===== config.mk =====
export PLATFORM = sky130hd
export DESIGN_NAME = mux_rr_sched_flat
export DESIGN_NICKNAME = d
export VERILOG_FILES = /design/src/rtl/mux_sched_pkg.sv /design/src/rtl/mux_rr_sched_if.sv /design/src/rtl/rr_picker.sv /design/src/rtl/mux_rr_sched.sv /design/src/flat_wrapper.sv
export SDC_FILE = /design/constraint.sdc
export NUM_CORES = 1
export LEC_CHECK = 0
export ABC_AREA = 0
export CORE_MARGIN = 10
export CORE_UTILIZATION = 42
export CTS_CLUSTER_DIAMETER = 40
export DETAILED_ROUTE_END_ITERATION = 16
export PLACE_DENSITY = 0.83
export SYNTH_ARGS = -nofsm -noshare
export SYNTH_HDL_FRONTEND = slang
export SYNTH_SLANG_ARGS = --single-unit

===== constraint.sdc =====
create_clock -name clk_i -period 1.65 [get_ports clk_i]
set_input_delay 0.33 -clock clk_i [delete_from_list [all_inputs] [get_ports clk_i]]
set_output_delay 0.33 -clock clk_i [all_outputs]
set_load 0.01 [all_outputs]

===== src/rtl/mux_sched_pkg.sv =====
// Shared widths and FSM state type for the round-robin mux scheduler.
// Purely declarative: no logic, no latency, no flow control.
package mux_sched_pkg;

  localparam int N_CH  = 4;
  localparam int DIR_W = 2;

  typedef enum logic {
    IDLE  = 1'b0,
    GRANT = 1'b1
  } sched_state_t;

endpackage


===== src/rtl/mux_rr_sched_if.sv =====
// Handshake bundle between four sources, the scheduler and the downstream sink.
// Wiring only: master is the scheduler side, slave is the source/sink side.
interface mux_rr_sched_if
  import mux_sched_pkg::*;
#(
  parameter int CNT_W = 3
);

  logic [N_CH-1:0]  valid_i;
  logic [N_CH-1:0]  ready_o;
  logic [DIR_W-1:0] direction_o;
  logic             valid_o;
  logic             ready_i;
  logic [CNT_W-1:0] burst_cnt_o;

  modport master (
    input  valid_i, ready_i,
    output ready_o, direction_o, valid_o, burst_cnt_o
  );

  modport slave (
    output valid_i, ready_i,
    input  ready_o, direction_o, valid_o, burst_cnt_o
  );

endinterface


===== src/rtl/rr_picker.sv =====
// First set bit of req searching start, start+1, ... with wrap-around.
// Purely combinational, zero latency; no flow control.
module rr_picker
  import mux_sched_pkg::*;
(
  input  logic [N_CH-1:0]  req,
  input  logic [DIR_W-1:0] start,
  output logic             found,
  output logic [DIR_W-1:0] idx
);

  logic [DIR_W-1:0] cand;

  always_comb begin
    found = 1'b0;
    idx   = start;
    cand  = start;
    for (int i = 0; i < N_CH; i++) begin
      cand = start + DIR_W'(i);
      if (!found && req[cand]) begin
        found = 1'b1;
        idx   = cand;
      end
    end
  end

endmodule


===== src/rtl/mux_rr_sched.sv =====
// Round-robin arbiter for four valid/ready sources feeding mux_top, bursts capped at BURST_MAX.
// 1 cycle IDLE->first beat, back-to-back switches; ready_i low holds grant and count.
module mux_rr_sched
  import mux_sched_pkg::*;
#(
  parameter int BURST_MAX = 4
) (
  input  logic           clk_i,
  input  logic           rst_i,
  mux_rr_sched_if.master bus
);

  localparam int CNT_W = $clog2(BURST_MAX + 1);
  localparam logic [CNT_W-1:0] LAST_CNT = CNT_W'(BURST_MAX - 1);

  sched_state_t     state, state_nxt;
  logic [DIR_W-1:0] dir, dir_nxt;
  logic [DIR_W-1:0] ptr, ptr_nxt;
  logic [CNT_W-1:0] cnt, cnt_nxt;

  logic             granted;
  logic             cur_vld;
  logic             xfer;
  logic             rel;
  logic [DIR_W-1:0] g_next;
  logic [DIR_W-1:0] pick_start;
  logic             pick_found;
  logic [DIR_W-1:0] pick_idx;
  logic [N_CH-1:0]  ready_vec;

  assign granted = (state == GRANT);
  assign cur_vld = bus.valid_i[dir];
  assign xfer    = granted & cur_vld & bus.ready_i;
  assign rel     = granted & (~cur_vld | (xfer & (cnt == LAST_CNT)));
  assign g_next  = dir + DIR_W'(1);

  // One picker serves both the IDLE pick and the release re-pick.
  assign pick_start = granted ? g_next : ptr;

  rr_picker u_picker (
    .req   (bus.valid_i),
    .start (pick_start),
    .found (pick_found),
    .idx   (pick_idx)
  );

  always_ff @(posedge clk_i or posedge rst_i) begin
    if (rst_i) begin
      state <= IDLE;
      dir   <= '0;
      ptr   <= '0;
      cnt   <= '0;
    end else begin
      state <= state_nxt;
      dir   <= dir_nxt;
      ptr   <= ptr_nxt;
      cnt   <= cnt_nxt;
    end
  end

  always_comb begin
    state_nxt = state;
    dir_nxt   = dir;
    ptr_nxt   = ptr;
    cnt_nxt   = cnt;
    case (state)
      IDLE: begin
        if (pick_found) begin
          state_nxt = GRANT;
          dir_nxt   = pick_idx;
          cnt_nxt   = '0;
        end
      end
      GRANT: begin
        if (rel) begin
          ptr_nxt = g_next;
          if (pick_found) begin
            dir_nxt = pick_idx;
            cnt_nxt = '0;
          end else begin
            state_nxt = IDLE;
          end
        end else if (xfer) begin
          cnt_nxt = cnt + CNT_W'(1);
        end
      end
      default: state_nxt = IDLE;
    endcase
  end

  // valid_o depends only on state, dir and the granted valid, never on ready_i.
  always_comb begin
    ready_vec = '0;
    if (granted && bus.ready_i) ready_vec[dir] = 1'b1;
  end

  assign bus.valid_o     = granted & cur_vld;
  assign bus.ready_o     = ready_vec;
  assign bus.direction_o = dir;
  assign bus.burst_cnt_o = cnt;

endmodule


===== src/flat_wrapper.sv =====
// flat-port wrapper written by rule: the top's interface ports become plain ports
module mux_rr_sched_flat import mux_sched_pkg::*;
#(
  parameter int BURST_MAX = 4
)
  (clk_i, rst_i, bus_valid_i, bus_ready_i, bus_ready_o, bus_direction_o, bus_valid_o, bus_burst_cnt_o);
  mux_rr_sched_if #(.CNT_W(3)) bus_i ();
  input  logic clk_i;
  input  logic rst_i;
  input wire logic [$bits(bus_i.valid_i)-1:0] bus_valid_i;
  input wire logic [$bits(bus_i.ready_i)-1:0] bus_ready_i;
  output wire logic [$bits(bus_i.ready_o)-1:0] bus_ready_o;
  output wire logic [$bits(bus_i.direction_o)-1:0] bus_direction_o;
  output wire logic [$bits(bus_i.valid_o)-1:0] bus_valid_o;
  output wire logic [$bits(bus_i.burst_cnt_o)-1:0] bus_burst_cnt_o;
  assign bus_i.valid_i = bus_valid_i;
  assign bus_i.ready_i = bus_ready_i;
  assign bus_ready_o = bus_i.ready_o;
  assign bus_direction_o = bus_i.direction_o;
  assign bus_valid_o = bus_i.valid_o;
  assign bus_burst_cnt_o = bus_i.burst_cnt_o;
  mux_rr_sched #(.BURST_MAX(BURST_MAX)) u_core (.clk_i(clk_i), .rst_i(rst_i), .bus(bus_i));
endmodule

==> results by group, run 1 <==
Worst setup path
  – Crit Path Class: reg -> out
  – Crit path DAT: 1460 ps
  – Critical path required time: 1320 ps
  – Critical Path Fanout Max: 2
  – CP endpoint: bus_valid_o
  – Reg-to-reg endpoint: u_core.bus.direction_o[0]
  – Worst R2R Start: u_core.bus.direction_o[1]
  – Reg2reg setup slack: -60 ps
  – CP Launch Point: u_core.bus.direction_o[1]
  – Setup crit end kind: output port
  – R2R cell count: 4
  – Critical path launch point type: register

Routing
  – Final ANT Viol Nets: 0
  – Vias: a little over 600
  – Initial drt markers: 4
  – Wire per inst: roughly 15 um
  – Total routed wirelength: 1710 um
  – Final routed DRC violation total: 0
  – Post-DR vias/cell: 5.27
  – Initial DRT Pass Iterations: 4

Clocking
  – Worst skew pair latency: 250 ps
  – Root Buffer: clkbuf_4
  – Clock buffer count from CTS: 3
  – Clk buf depth: 2
  – CTS sink cnt: 8
  – Clock transition at the registers of the reported paths: 60 ps
  – Level count of the clock H-tree: 1
  – TritonCTS clock tree: yes

STA
  – Slew margin rel.: 79.4%
  – Slew Limit Fails: 0
  – Worst Skew: 13.6 ps
  – Minimum clock period: 1790 ps
  – Final Hold Viols: 0
  – RSZ-0062 raised after global routing: yes
  – Max Fclk: 558 MHz
  – Fin crit share: 109%
  – Final setup violating endpoints: 3
  – Worst Max-Slew Pin Slew: 306 ps
  – Final WS setup: -141 ps
  – Setup TNS: -227 ps

Cells and area
  – Final non-filler cell total: 117
  – Design area: 1010 um2
  – Share of layout cells above drive strength 1: around 45%
  – Layout area overhead: 57.1%
  – ANT cells: 0
  – Final #Nets: 115

Die
  – Die Span Y: 59.1 um
  – Die W: 59.1 um
  – CORE AREA: 1470 um2
  – Full die area: 3490 um2
  – Starting Density: 43.6%
  – # rows: 14
  – # IOs: 17

GRT
  – Vias in the first global route: 669
  – GRT busiest layer: met2
  – Met3 GRT Util: 3.00%
  – Met2 usage: 18.0%
  – M1 GR Usage: ~12%
  – GRT Total Usage: about a tenth
  – Largest net degree at the start of global routing: 12
  – Initial antenna violation count: 0
  – Grt ovf: 0
  – First-pass GRT wire length: 2910 um

Yosys
  – Register bit total from synthesis: 8
  – Yosys top cell area share: 31.2%
  – EDFF count, synth: 0
  – Syn Std Cell Area: 642 um2
  – Leading area contributor after synthesis: dfrtp_1
  – Synth top area cells: dfrtp_1, ha_1, mux2_2, inv_1, nor2_1
  – Cells after synthesis: 66
  – FFs w/ async S/R, synth: 100%
  – Register area share after synthesis: 31.2%
  – Synth Net Count: 79
  – YS warnings: 0
  – Yosys cell types: 29
  – Syn avg cell area: 9.73 um2
  – Top FF cell, synth: dfrtp_1

Placement
  – DP Area: 930 um2
  – Port Buffer Count: 16
  – DP HPWL: 1330 um
  – Pre-CTS setup slack: -621 ps
  – Gp weighted congestion: 0.783
  – Placed Cells: 109

Pwr
  – Power Total: between 1.5 and 2 mW
  – P per Cell Area: 1760 nW/um2
  – Peak supply drop: about 1.1 mV
  – Pleak: between 0.4 and 0.5 nW

Job
  – Max Cap Viol: 0

Outcome
  – Failing checks: negative setup slack
  – Status: complete, but fails checks

Min path
  – Worst hold path type: in -> async
[critical path: stages, from the launching register on]
cell,delay (ps)
dfrtp_2,370
mux4_2,530
and2_4,190
buf_6,110
[worst min-delay path by stage]
stage | from | to | slack [ps] | cells after the start
2_1_floorplan | rst_i | u_core.bus.burst_cnt_o[0] | 150 | 1
3_3_place_gp | u_core.ptr[0] | u_core.ptr[0] | 490 | 1
5_1_grt | rst_i | u_core.ptr[1] | 330 | 2
6_report | rst_i | u_core.ptr[0] | 310 | 2
4_1_cts | rst_i | u_core.ptr[0] | 300 | 2
3_5_place_dp | u_core.ptr[0] | u_core.ptr[0] | 500 | 1
[per-stage QoR]
step	utilization, %	hold slack, ps
after global routing	68.5	333
after CTS	67.5	305
final	68.5	305
after global placement	63.2	489
after detailed placement	63.2	502
after floorplan	-	146
[Yosys cell counts (all sizes together) (2+ instances only)]
| cell | n |
|---|---|
| dfrtp | 8 |
| inv | 8 |
| nor2 | 7 |
| ha | 6 |
| and3 | 4 |
| mux2 | 3 |
| nor3 | 3 |
| a21oi | 2 |
| a31oi | 2 |
| and2b | 2 |
| buf | 2 |
| nand2 | 2 |
| nand3 | 2 |
| nor4 | 2 |
| o21ai | 2 |
[layer usage]
layer | up-vias | wire length [um]
li1 | 312 | -
met1 | 283 | 722
met2 | 18 | 843
met3 | 4 | 112
met4 | 0 | 34
met5 | - | 0
[report_power, final]
part	internal [mW]	total, mW	switching (mW)
logic	0.733	1.26	0.529
clock network	0.0922	0.155	0.0629
registers	0.284	0.360	0.0759
total	1.11	1.78	0.668
[kinds of logic (layout without fill, tap and decap cells)]
group,Yosys count,in the layout,share of synthesized area [%]
compound gates,12,12,16.0
fa+ha+maj,6,6,11.7
buf+inv,10,45,7.60
flops,8,8,31.2
mux,5,5,10.9
simple gates,25,25,22.6
[final cells by class]
| cell class | instances | area, um2 |
|---|---|---|
| fillers | 109 | 463 |
| repair buffers | 33 | 265 |
| multi-input cells | 48 | 463 |
| inverters | 8 | 30.0 |
| clock buffers | 4 | 26.3 |
| well taps | 16 | 20.0 |
| flip-flops and latches | 8 | 204 |
[cell usage in the layout (no fill, tap or decap), types with 2 or more instances in the layout]
master,n
clkdlybuf4s50_1,5
mux2_4,3
ha_1,5
dlygate4sd2_1,6
o21ai_0,2
nor3_1,2
and3_1,4
dfrtp_2,3
buf_4,16
inv_2,2
nor2_1,7
clkbuf_4,3
buf_2,4
dfrtp_1,5
and2b_1,2
nand3_1,2
buf_6,2
inv_1,6
nand2_1,2
[flip-flops by register name, indices dropped and copies added (netlist names)]
| signal | cells |
|---|---|
| u_core.ptr | 2 |
| u_core.bus.burst_cnt_o | 3 |
| u_core.granted | 1 |
| u_core.bus.direction_o | 2 |
[repair_timing]
item	4_1_cts	5_1_grt
hold buffers	0	0
pin swaps	6	2
setup endpoints to repair	14	10
buffers inserted	4	1
resized for setup	35	4
No activity file was read; power rests on OpenSTA's default activity.
==> run 2, diff against run 1 <==
--- a/config.mk
+++ b/config.mk
@@ -6,11 +6,13 @@
 export NUM_CORES = 1
 export LEC_CHECK = 0
 export ABC_AREA = 0
+export CAP_MARGIN = 10
 export CORE_MARGIN = 10
 export CORE_UTILIZATION = 42
 export CTS_CLUSTER_DIAMETER = 40
 export DETAILED_ROUTE_END_ITERATION = 16
 export PLACE_DENSITY = 0.83
+export SETUP_SLACK_MARGIN = 0.3
 export SYNTH_ARGS = -nofsm -noshare
 export SYNTH_HDL_FRONTEND = slang
 export SYNTH_SLANG_ARGS = --single-unit
==> run 2 against run 1 <==
Net effect:
- the flow still finishes with violations (negative setup slack)
- die area is the same
- cell area grew 2.0%
- wire length shrank 5.3%
- largest cell class unchanged
- via count grew 1.6%
==> results by group, run 2 (synthesis results as in run 1) <==
Worst setup path
  – Critical path launch point type: register
  – Critical Path Fanout Max: 3
  – Largest stage delay on the critical path: 520 ps
  – Crit path DAT: 1420 ps
  – Crit path depth: 3
  – CP Launch Point: u_core.bus.direction_o[1]
  – Crit Path Class: reg -> out
  – Critical-path top delay cell: mux4_2
  – Critical path required time: 1320 ps
  – CP bufs+invs: 1
  – Reg-to-reg endpoint: u_core.bus.direction_o[1]
  – Reg2reg setup slack: -70 ps
  – Worst R2R Start: u_core.bus.direction_o[1]
  – CP endpoint: bus_valid_o
  – Cell breakdown of the critical path: mux4_2 -> and2_4 -> buf_6
  – R2R cell count: 7
  – Setup crit end kind: output port
  – Delay-heaviest family, CP: multiplexers

GRT
  – Met2 usage: ~17%
  – Initial antenna violation count: 0
  – GRT busiest layer: met2
  – Vias in the first global route: 659
  – M1 GR Usage: 10.4%
  – Met3 GRT Util: around 2.8%
  – First-pass GRT wire length: 2720 um
  – Largest net degree at the start of global routing: 12
  – Grt ovf: 0
  – GRT Total Usage: 9.62%

Routing
  – Initial drt markers: 11
  – Wire per inst: 13.5 um
  – Total routed wirelength: 1620 um
  – Final ANT Viol Nets: 0
  – Initial DRT Pass Iterations: 4
  – Final routed DRC violation total: 0
  – Vias: about 630
  – Post-DR vias/cell: 5.23

Die
  – Starting Density: 43.6%
  – CORE AREA: between 1000 and 1500 um2
  – # rows: 14
  – Die Span Y: 59.1 um
  – # IOs: 17
  – Full die area: approximately 3500 um2
  – Die W: 59.1 um

Job
  – Max Cap Viol: 0

Cells and area
  – Commonest non-fill, non-tap cells in the layout: buf_4, nor2_1, buf_6
  – Most common cell after layout, fill and taps aside: buf_4
  – Final #Nets: between 100 and 150
  – Layout area overhead: 60.2%
  – Share of layout cells above drive strength 1: 52.9%
  – ANT cells: 0
  – Max reg flops: 3

Clocking
  – Root Buffer: clkbuf_4
  – Worst skew pair latency: ~250 ps
  – Clock transition at the registers of the reported paths: 60 ps
  – Level count of the clock H-tree: 1
  – Clk buf depth: 2
  – Clock buffer count from CTS: 3
  – TritonCTS clock tree: yes
  – CTS sink cnt: 8

Placement
  – Pre-CTS setup slack: -566 ps
  – Gp weighted congestion: about 0.79
  – DP HPWL: between 1000 and 1500 um
  – Port Buffer Count: 16

Pwr
  – Power Total: approximately 1.8 mW
  – P per Cell Area: between 1500 and 2000 nW/um2
  – Peak supply drop: 0.972 mV
  – Pleak: 0.503 nW

STA
  – RSZ-0062 raised after global routing: yes
  – Hold Slack: 311 ps
  – Max Fclk: 570 MHz
  – Final Hold Viols: 0
  – Setup TNS: -417 ps
  – Worst Skew: 9.20 ps
  – Final setup violating endpoints: 8
  – Slew Limit Fails: 0
  – Minimum clock period: 1750 ps
  – Worst Max-Slew Pin Slew: 342 ps
  – Fin crit share: 106%
  – Final WS setup: -105 ps
  – Slew margin rel.: 77.1%

Min path
  – Worst hold path type: in -> async

Outcome
  – Failing checks: negative setup slack
  – Status: complete, but fails checks
run 2: routing by layer:
layer | vias to the layer above | routed length (um)
met5 | - | 0
met1 | 299 | 697
li1 | 314 | -
met2 | 12 | 826
met3 | 2 | 80
met4 | 0 | 19
run 2: through the flow:
step / instances / util [%] / instance area [um2]
global route: 120 / 69.9 / 1030
floorplan: 66 / - / 687
global placement: 111 / 65.3 / 961
detailed placement: 111 / 65.3 / 961
finish: 120 / 69.9 / 1030
CTS: 120 / 68.7 / 1010
run 2: final cells by class:
class	count	area (um2)
fillers	121	443
multi-input cells	48	452
repair buffers	36	294
inverters	8	32.5
well taps	16	20.0
clock buffers	4	26.3
flip-flops and latches	8	204
run 2: worst register-to-register path, delay by kind of cell, from the launching register on:
family / cells / cell delay, ps
multiplexers: 1 / 200
adder cells (fa/ha/maj): 1 / 200
AND/OR/NAND/NOR: 1 / 80
buffers and inverters: 2 / 220
AO/OA/AOI/OAI: 2 / 530
flip-flops: 1 / 420
run 2: worst min path at each step:
stage                  start                   endpoint  slack, ps  depth (start not counted)
2_1_floorplan          rst_i  u_core.bus.burst_cnt_o[0]        150                          1
3_3_place_gp   u_core.ptr[0]              u_core.ptr[0]        490                          1
3_5_place_dp   u_core.ptr[0]              u_core.ptr[0]        490                          1
4_1_cts                rst_i              u_core.ptr[0]        320                          2
5_1_grt                rst_i              u_core.ptr[0]        330                          2
6_report               rst_i              u_core.ptr[0]        310                          2
run 2: timing repair:
item / in CTS / in global routing
buffers inserted: 5 / 0
gates resized for setup: 48 / 5
hold buffers: 0 / 0
setup endpoints to repair: 18 / 13
pin swaps: 2 / 1
run 2: power by group:
part	leakage, nW	switching (mW)	internal, mW
Sequential	0.0930	0.0747	0.284
Clock	0.0150	0.0645	0.0924
Combinational	0.395	0.517	0.724
==> run 3, diff against run 2 <==
--- a/config.mk
+++ b/config.mk
@@ -11,8 +11,9 @@
 export CORE_UTILIZATION = 42
 export CTS_CLUSTER_DIAMETER = 40
 export DETAILED_ROUTE_END_ITERATION = 16
-export PLACE_DENSITY = 0.83
+export PLACE_DENSITY = 0.8
 export SETUP_SLACK_MARGIN = 0.3
+export SLEW_MARGIN = 20
 export SYNTH_ARGS = -nofsm -noshare
 export SYNTH_HDL_FRONTEND = slang
 export SYNTH_SLANG_ARGS = --single-unit
==> constraint.sdc (replaced) <==
create_clock -name clk_i -period 1.65 [get_ports clk_i]
set_input_delay 0.33 -clock clk_i [delete_from_list [all_inputs] [get_ports clk_i]]
set_output_delay 0.33 -clock clk_i [all_outputs]
set_load 0.02 [all_outputs]
==> run 3 against run 2 <==
Net effect:
- the run still ends with negative setup slack left
- via count up 2.9%
- cell count rose by 3.3%
- clock power about the same
- die area did not move
- cell area is 7.8% higher
- utilization up 5.4 points
- clock skew grew 1.1 ps
- sequential share of layout area fell by 1.5 points
- clock-buffer cell count stayed put
- non-clock buffer count is 4 higher
- register-to-register slack hardly changed
- first-iteration DRC count decreased by 27%
==> results by group, run 3 (synthesis results as in run 1) <==
Worst setup path
  – Critical path launch point type: register
  – Critical-path top delay cell: mux4_2
  – Cell breakdown of the critical path: mux4_2 -> and2_4 -> buf_6
  – Largest stage delay on the critical path: 510 ps
  – Crit Path Class: reg -> out
  – R2R cell count: 7
  – Reg2reg setup slack: -70 ps
  – Critical Path Fanout Max: 2
  – Setup crit end kind: output port
  – Worst R2R Start: u_core.bus.direction_o[1]
  – Crit path DAT: 1430 ps
  – Critical path required time: 1320 ps
  – Delay-heaviest family, CP: multiplexers
  – Reg-to-reg endpoint: u_core.bus.direction_o[0]
  – CP bufs+invs: 1

Clocking
  – Level count of the clock H-tree: 1
  – TritonCTS clock tree: yes
  – Clk buf depth: 2
  – Root Buffer: clkbuf_4
  – CTS sink cnt: 8
  – Worst skew pair latency: approximately 250 ps
  – Clock buffer count from CTS: 3
  – Clock transition at the registers of the reported paths: 60 ps

Placement
  – DP HPWL: 1350 um
  – DP Area: ~980 um2
  – Port Buffer Count: 16
  – Placed Cells: ~110
  – Gp weighted congestion: 0.775

Pwr
  – P_int: ~1.2 mW
  – Sw Ratio: 39.7%
  – Pleak: 0.537 nW
  – Comb pwr share: about three quarters
  – Peak supply drop: around 1.1 mV
  – Flop pwr share: 17.9%
  – Power Total: 1.99 mW
  – P_sw: 0.792 mW
  – P per Cell Area: 1800 nW/um2
  – Clock Power Share: 8.0%

STA
  – Worst Skew: 10.3 ps
  – Max Fclk: 569 MHz
  – Final setup violating endpoints: 8
  – Final Hold Viols: 0
  – RSZ-0062 raised after global routing: yes
  – Slew margin rel.: 78.8%
  – Final WS setup: -108 ps
  – Worst Max-Slew Pin Slew: between 300 and 400 ps
  – Slew Limit Fails: 0
  – Minimum clock period: 1760 ps
  – Fin crit share: 107%

Cells and area
  – ANT cells: 0
  – Layout area overhead: 72.7%
  – Share of layout cells above drive strength 1: 53.7%
  – Final #Nets: roughly 120
  – Design area: 1110 um2
  – Core Util, Final: 75.3%
  – Max reg flops: 3
  – Final non-filler cell total: 124
  – Commonest non-fill, non-tap cells in the layout: buf_4, buf_6, nor2_1
  – Filler Cell Count: 106
  – Most common cell after layout, fill and taps aside: buf_4

Die
  – Die Span Y: 59.1 um
  – # rows: 14
  – Starting Density: 43.6%
  – # IOs: 17
  – CORE AREA: 1470 um2
  – Full die area: 3490 um2
  – Die W: 59.1 um

Job
  – Max Cap Viol: 0

Routing
  – Post-DR vias/cell: 5.20
  – Vias: around 650
  – Final ANT Viol Nets: 0
  – Initial DRT Pass Iterations: 4
  – Wire per inst: 14.4 um
  – Final routed DRC violation total: 0
  – Total routed wirelength: between 1500 and 2000 um
  – Initial drt markers: 8

GRT
  – Initial antenna violation count: 0
  – Grt ovf: 0
  – Vias in the first global route: 620
  – Largest net degree at the start of global routing: 9
  – First-pass GRT wire length: between 2000 and 3000 um
  – GRT Total Usage: 10.2%

Min path
  – Worst hold path type: in -> async

Outcome
  – Status: complete, but fails checks
  – Failing checks: negative setup slack
==> run 3: changes by cell type in the layout (fill, tap and decap cells not counted), moves of 2 or more <==
cell   change
buf_2      -5
ha_2       -2
buf_4      +6
buf_6      +3
==> run 3: through the flow <==
| step | setup TNS [ps] | hold slack (ps) | worst slack [ps] |
|---|---|---|---|
| floorplan | -20.8 | 146 | -7.27 |
| global placement | -3700 | 486 | -616 |
| detailed placement | -3880 | 504 | -615 |
| CTS | -328 | 327 | -126 |
| global route | -863 | 342 | -146 |
| finish | -380 | 321 | -108 |
==> run 3: routing by layer <==
metal  vias up  routed length [um]  track usage, %
met4         0                   0            1.97
met5         -                   0               0
li1        325                   -               -
met3         0                  53            2.79
met1       314                 771            12.2
met2         6                 961            17.7
==> run 3: timing repair <==
action                     4_1_cts  5_1_grt
pin swaps                        6        9
gates resized for setup         52       14
hold buffers                     0        0
buffers inserted                 3        4
setup endpoints to repair       17       14
hold endpoints to repair         0        0
==> run 3: cell type report <==
class                           instances  area [um2]  area share [%]
Multi-Input combinational cell         48         477            43.0
Timing Repair Buffer                   40         348            31.4
Sequential cell                         8         203            18.3
Inverter                                8        35.0            3.16
Clock buffer                            4        26.3            2.37
Tap cell                               16        20.0            1.81
==> run 3: power by group through the flow <==
stage	combinational (mW)	clock, mW	sequential [mW]
floorplan	0.653	0	0.432
global placement	1.13	0	0.352
detailed placement	1.17	0	0.360
CTS	1.31	0.162	0.356
global route	1.59	0.172	0.371
finish	1.48	0.160	0.357
==> run 3: worst max path at each step <==
stage	start	end	slack (ps)	depth (start not counted)
after CTS	u_core.bus.direction_o[1]	bus_valid_o	-130	3
final	u_core.bus.direction_o[1]	bus_valid_o	-110	3
after global placement	bus_valid_i[3]	bus_valid_o	-620	4
after floorplan	u_core.bus.direction_o[1]	u_core.ptr[0]	-7	3
after global routing	u_core.bus.direction_o[1]	bus_valid_o	-150	3
after detailed placement	bus_valid_i[3]	bus_valid_o	-620	4
==> run 3: worst register-to-register path: stages (launching register included) <==
cell and delay (ps):
dfrtp_2 420, buf_6 140, inv_6 60, ha_4 200, mux2i_4 200, nor3_2 90, a2111oi_2 360, mux2_4 200
==> RTL change, RTL diff (settings of run 3) <==
Set the package constant `DIR_W` to 4 (it was 2).
--- a/src/rtl/mux_sched_pkg.sv
+++ b/src/rtl/mux_sched_pkg.sv
@@ -5,3 +5,3 @@
   localparam int N_CH  = 4;
-  localparam int DIR_W = 2;
+  localparam int DIR_W = 4;
 
Ports: changed (resized bus_direction_o); port bits go from 17 to 19. No check against the original RTL was run, so the function may have changed too.
==> RTL change against run 3 <==
- the flow still finishes with violations (setup timing)
- maximum frequency down 31%
- routed wire length rose to 2.6 times the old value
- synthesized cell count up 130%
- synthesized area up 98%
- critical path type is now reg -> reg
- critical path depth up 8
- worst setup slack worse by 0.79 ns
- sequential cell count up 4
- final area up 91%
Power is not shown: default switching activity piles up to over one toggle a cycle in this logic, so the estimate is an artifact.
==> RTL change: results (changes against run 3) <==
metric	value	unit	change
outcome	finished, violations left		unchanged
failing checks	setup timing		unchanged
IO Port Bufs	18		was 16
DR vias/cell	5.952		was 5.202
initial antenna violation count	0		unchanged
clock insertion delay at the later pin of the skew report	0.29	ns	was 0.25 ns
global-route wire length before repair	6748	microns	was 2925 microns
Synth cell types	53		was 29
worst flop-to-flop path startpoint	u_core.bus.direction_o[0]$_DFFE_PP0P_		was u_core.bus.direction_o[1]$_DFFE_PP0P_
fill count	180		was 106
Reg2Reg Depth	11		was 7
setup TNS	-9.265	ns	was -0.3799 ns
met1 Track Usage GR	18.20	%	was 12.22%
synth cell count leaders	nand2_1 (13), dfrtp_1 (12), ha_1 (10), inv_1 (10), nor2_1 (10)		was dfrtp_1 (8), inv_1 (8), nor2_1 (7), ha_1 (6), and3_1 (4)
placed inst area	1856	sq um	was 975.9 sq um
First-pass DRT Iterations	4		unchanged
vias in the first global route	1436		was 620
placed cells	238		was 113
Worst Hold Class	in -> async		unchanged
CP arrival	2.73	ns	was 1.43 ns
Final HPWL DP	3061	microns	was 1349 microns
CTS H-tree lvls	1		unchanged
GR met2 Demand/Resource	27.24	%	was 17.72%
Most used DFF post-synth	dfrtp_1		unchanged
# DRC	0		unchanged
async set or reset register ratio after synthesis	100.0	%	unchanged
met3 GRT Util	1.051	%	was 2.790%
sequential element share of the synthesized area	23.58	%	was 31.19%
routability cong.	0.8645		was 0.7752
Inserted Diodes	0		unchanged
Fin Hold WS	0.3558	ns	was 0.3214 ns
Final Worst Setup Slack	-0.9003	ns	was -0.1077 ns
Routed WL	4723	microns	was 1786 microns
Critical Path Fanout Max	6		was 2
number of synthesized flops with an enable pin	0		unchanged
pin count of the biggest net entering global routing	13		was 9
top cells by area, synth	dfrtp_1 (24%), ha_1 (9.8%), mux2i_1 (3.9%)		was dfrtp_1 (31%), ha_1 (12%), mux2_2 (5.3%)
Vias	1500		was 645
Mapped Nets	171		was 79
clock skew	0.004054	ns	was 0.01033 ns
deepest clock path buffer count	2		unchanged
initial drt markers	134		was 8
Synth Area per Inst	8.271	sq um	was 9.725 sq um
synth warn	0		unchanged
# setup viols final	17		was 8
clock root cell	clkbuf_4		unchanged
reg-to-reg critical path endpoint	u_core.bus.direction_o[3]$_DFFE_PP0P_		was u_core.bus.direction_o[0]$_DFFE_PP0P_
CTS Buf Count	3		unchanged
Worst setup EP type	register		was primary output
headroom to the max-slew limit	67.83	%	was 78.75%
Clk pin slew, worst setup/hold paths	0.08	ns	was 0.06 ns
Tot GR Track Use	15.13	%	was 10.22%
dpl ws	-0.8929	ns	was -0.6150 ns
layout cells sized above 1	52.49	%	was 53.70%
Setup crit start kind	register		unchanged
==> RTL change: cell types whose count changed in the layout (fill, tap and decap cells not counted), sizes merged, moves of 5 or more <==
cell         before  now
dlygate4sd2       6    0
nand2             2   14
nand2b            0    5
o21ai             2   10
buf              32   65
==> RTL change: timing repair <==
action                                  CTS  global route
setup buffers                             7             3
endpoints found under the setup margin   24            21
pin swaps                                10             9
resized for setup                        68            34
==> RTL change: critical path, cell delays in order (launching register included) <==
cell	delay, ns
dfrtp_2	0.45
buf_4	0.18
ha_1	0.22
xor2_1	0.16
nor2_1	0.14
or2_1	0.18
inv_2	0.08
ha_1	0.20
a21o_1	0.16
a32o_2	0.28
xnor2_1	0.13
mux2_4	0.26
==> RTL change: cells by family (layout without fill, tap and decap cells) <==
logic type | count (synthesis) | count (layout) | share of synthesized area, %
flip-flops | 12 | 12 | 23.58
buffers and inverters | 21 | 88 | 7.074
AND/OR/NAND/NOR | 55 | 55 | 22.40
adder cells (fa/ha/maj) | 10 | 10 | 9.823
XOR/XNOR | 4 | 4 | 2.751
multiplexers | 10 | 10 | 10.41
AO/OA/AOI/OAI | 42 | 42 | 23.97
==> RTL change: area by class of cell <==
class,count,area (sq um),share of cell area (%)
clock buffer,4,36.28,1.718
inverter,12,50.05,2.370
multi-input combinational,121,1085,51.36
sequential,12,304.0,14.40
tap,31,38.79,1.836
timing repair buffer,72,598.1,28.32
==> RTL change: routing by layer <==
| layer | up-vias | routed length, microns | share of wire (%) |
|---|---|---|---|
| met5 | - | 0 | 0 |
| met4 | 0 | 146 | 3.1 |
| met3 | 16 | 213 | 4.5 |
| met2 | 57 | 2409 | 51 |
| met1 | 724 | 1953 | 41 |
| li1 | 703 | - | - |
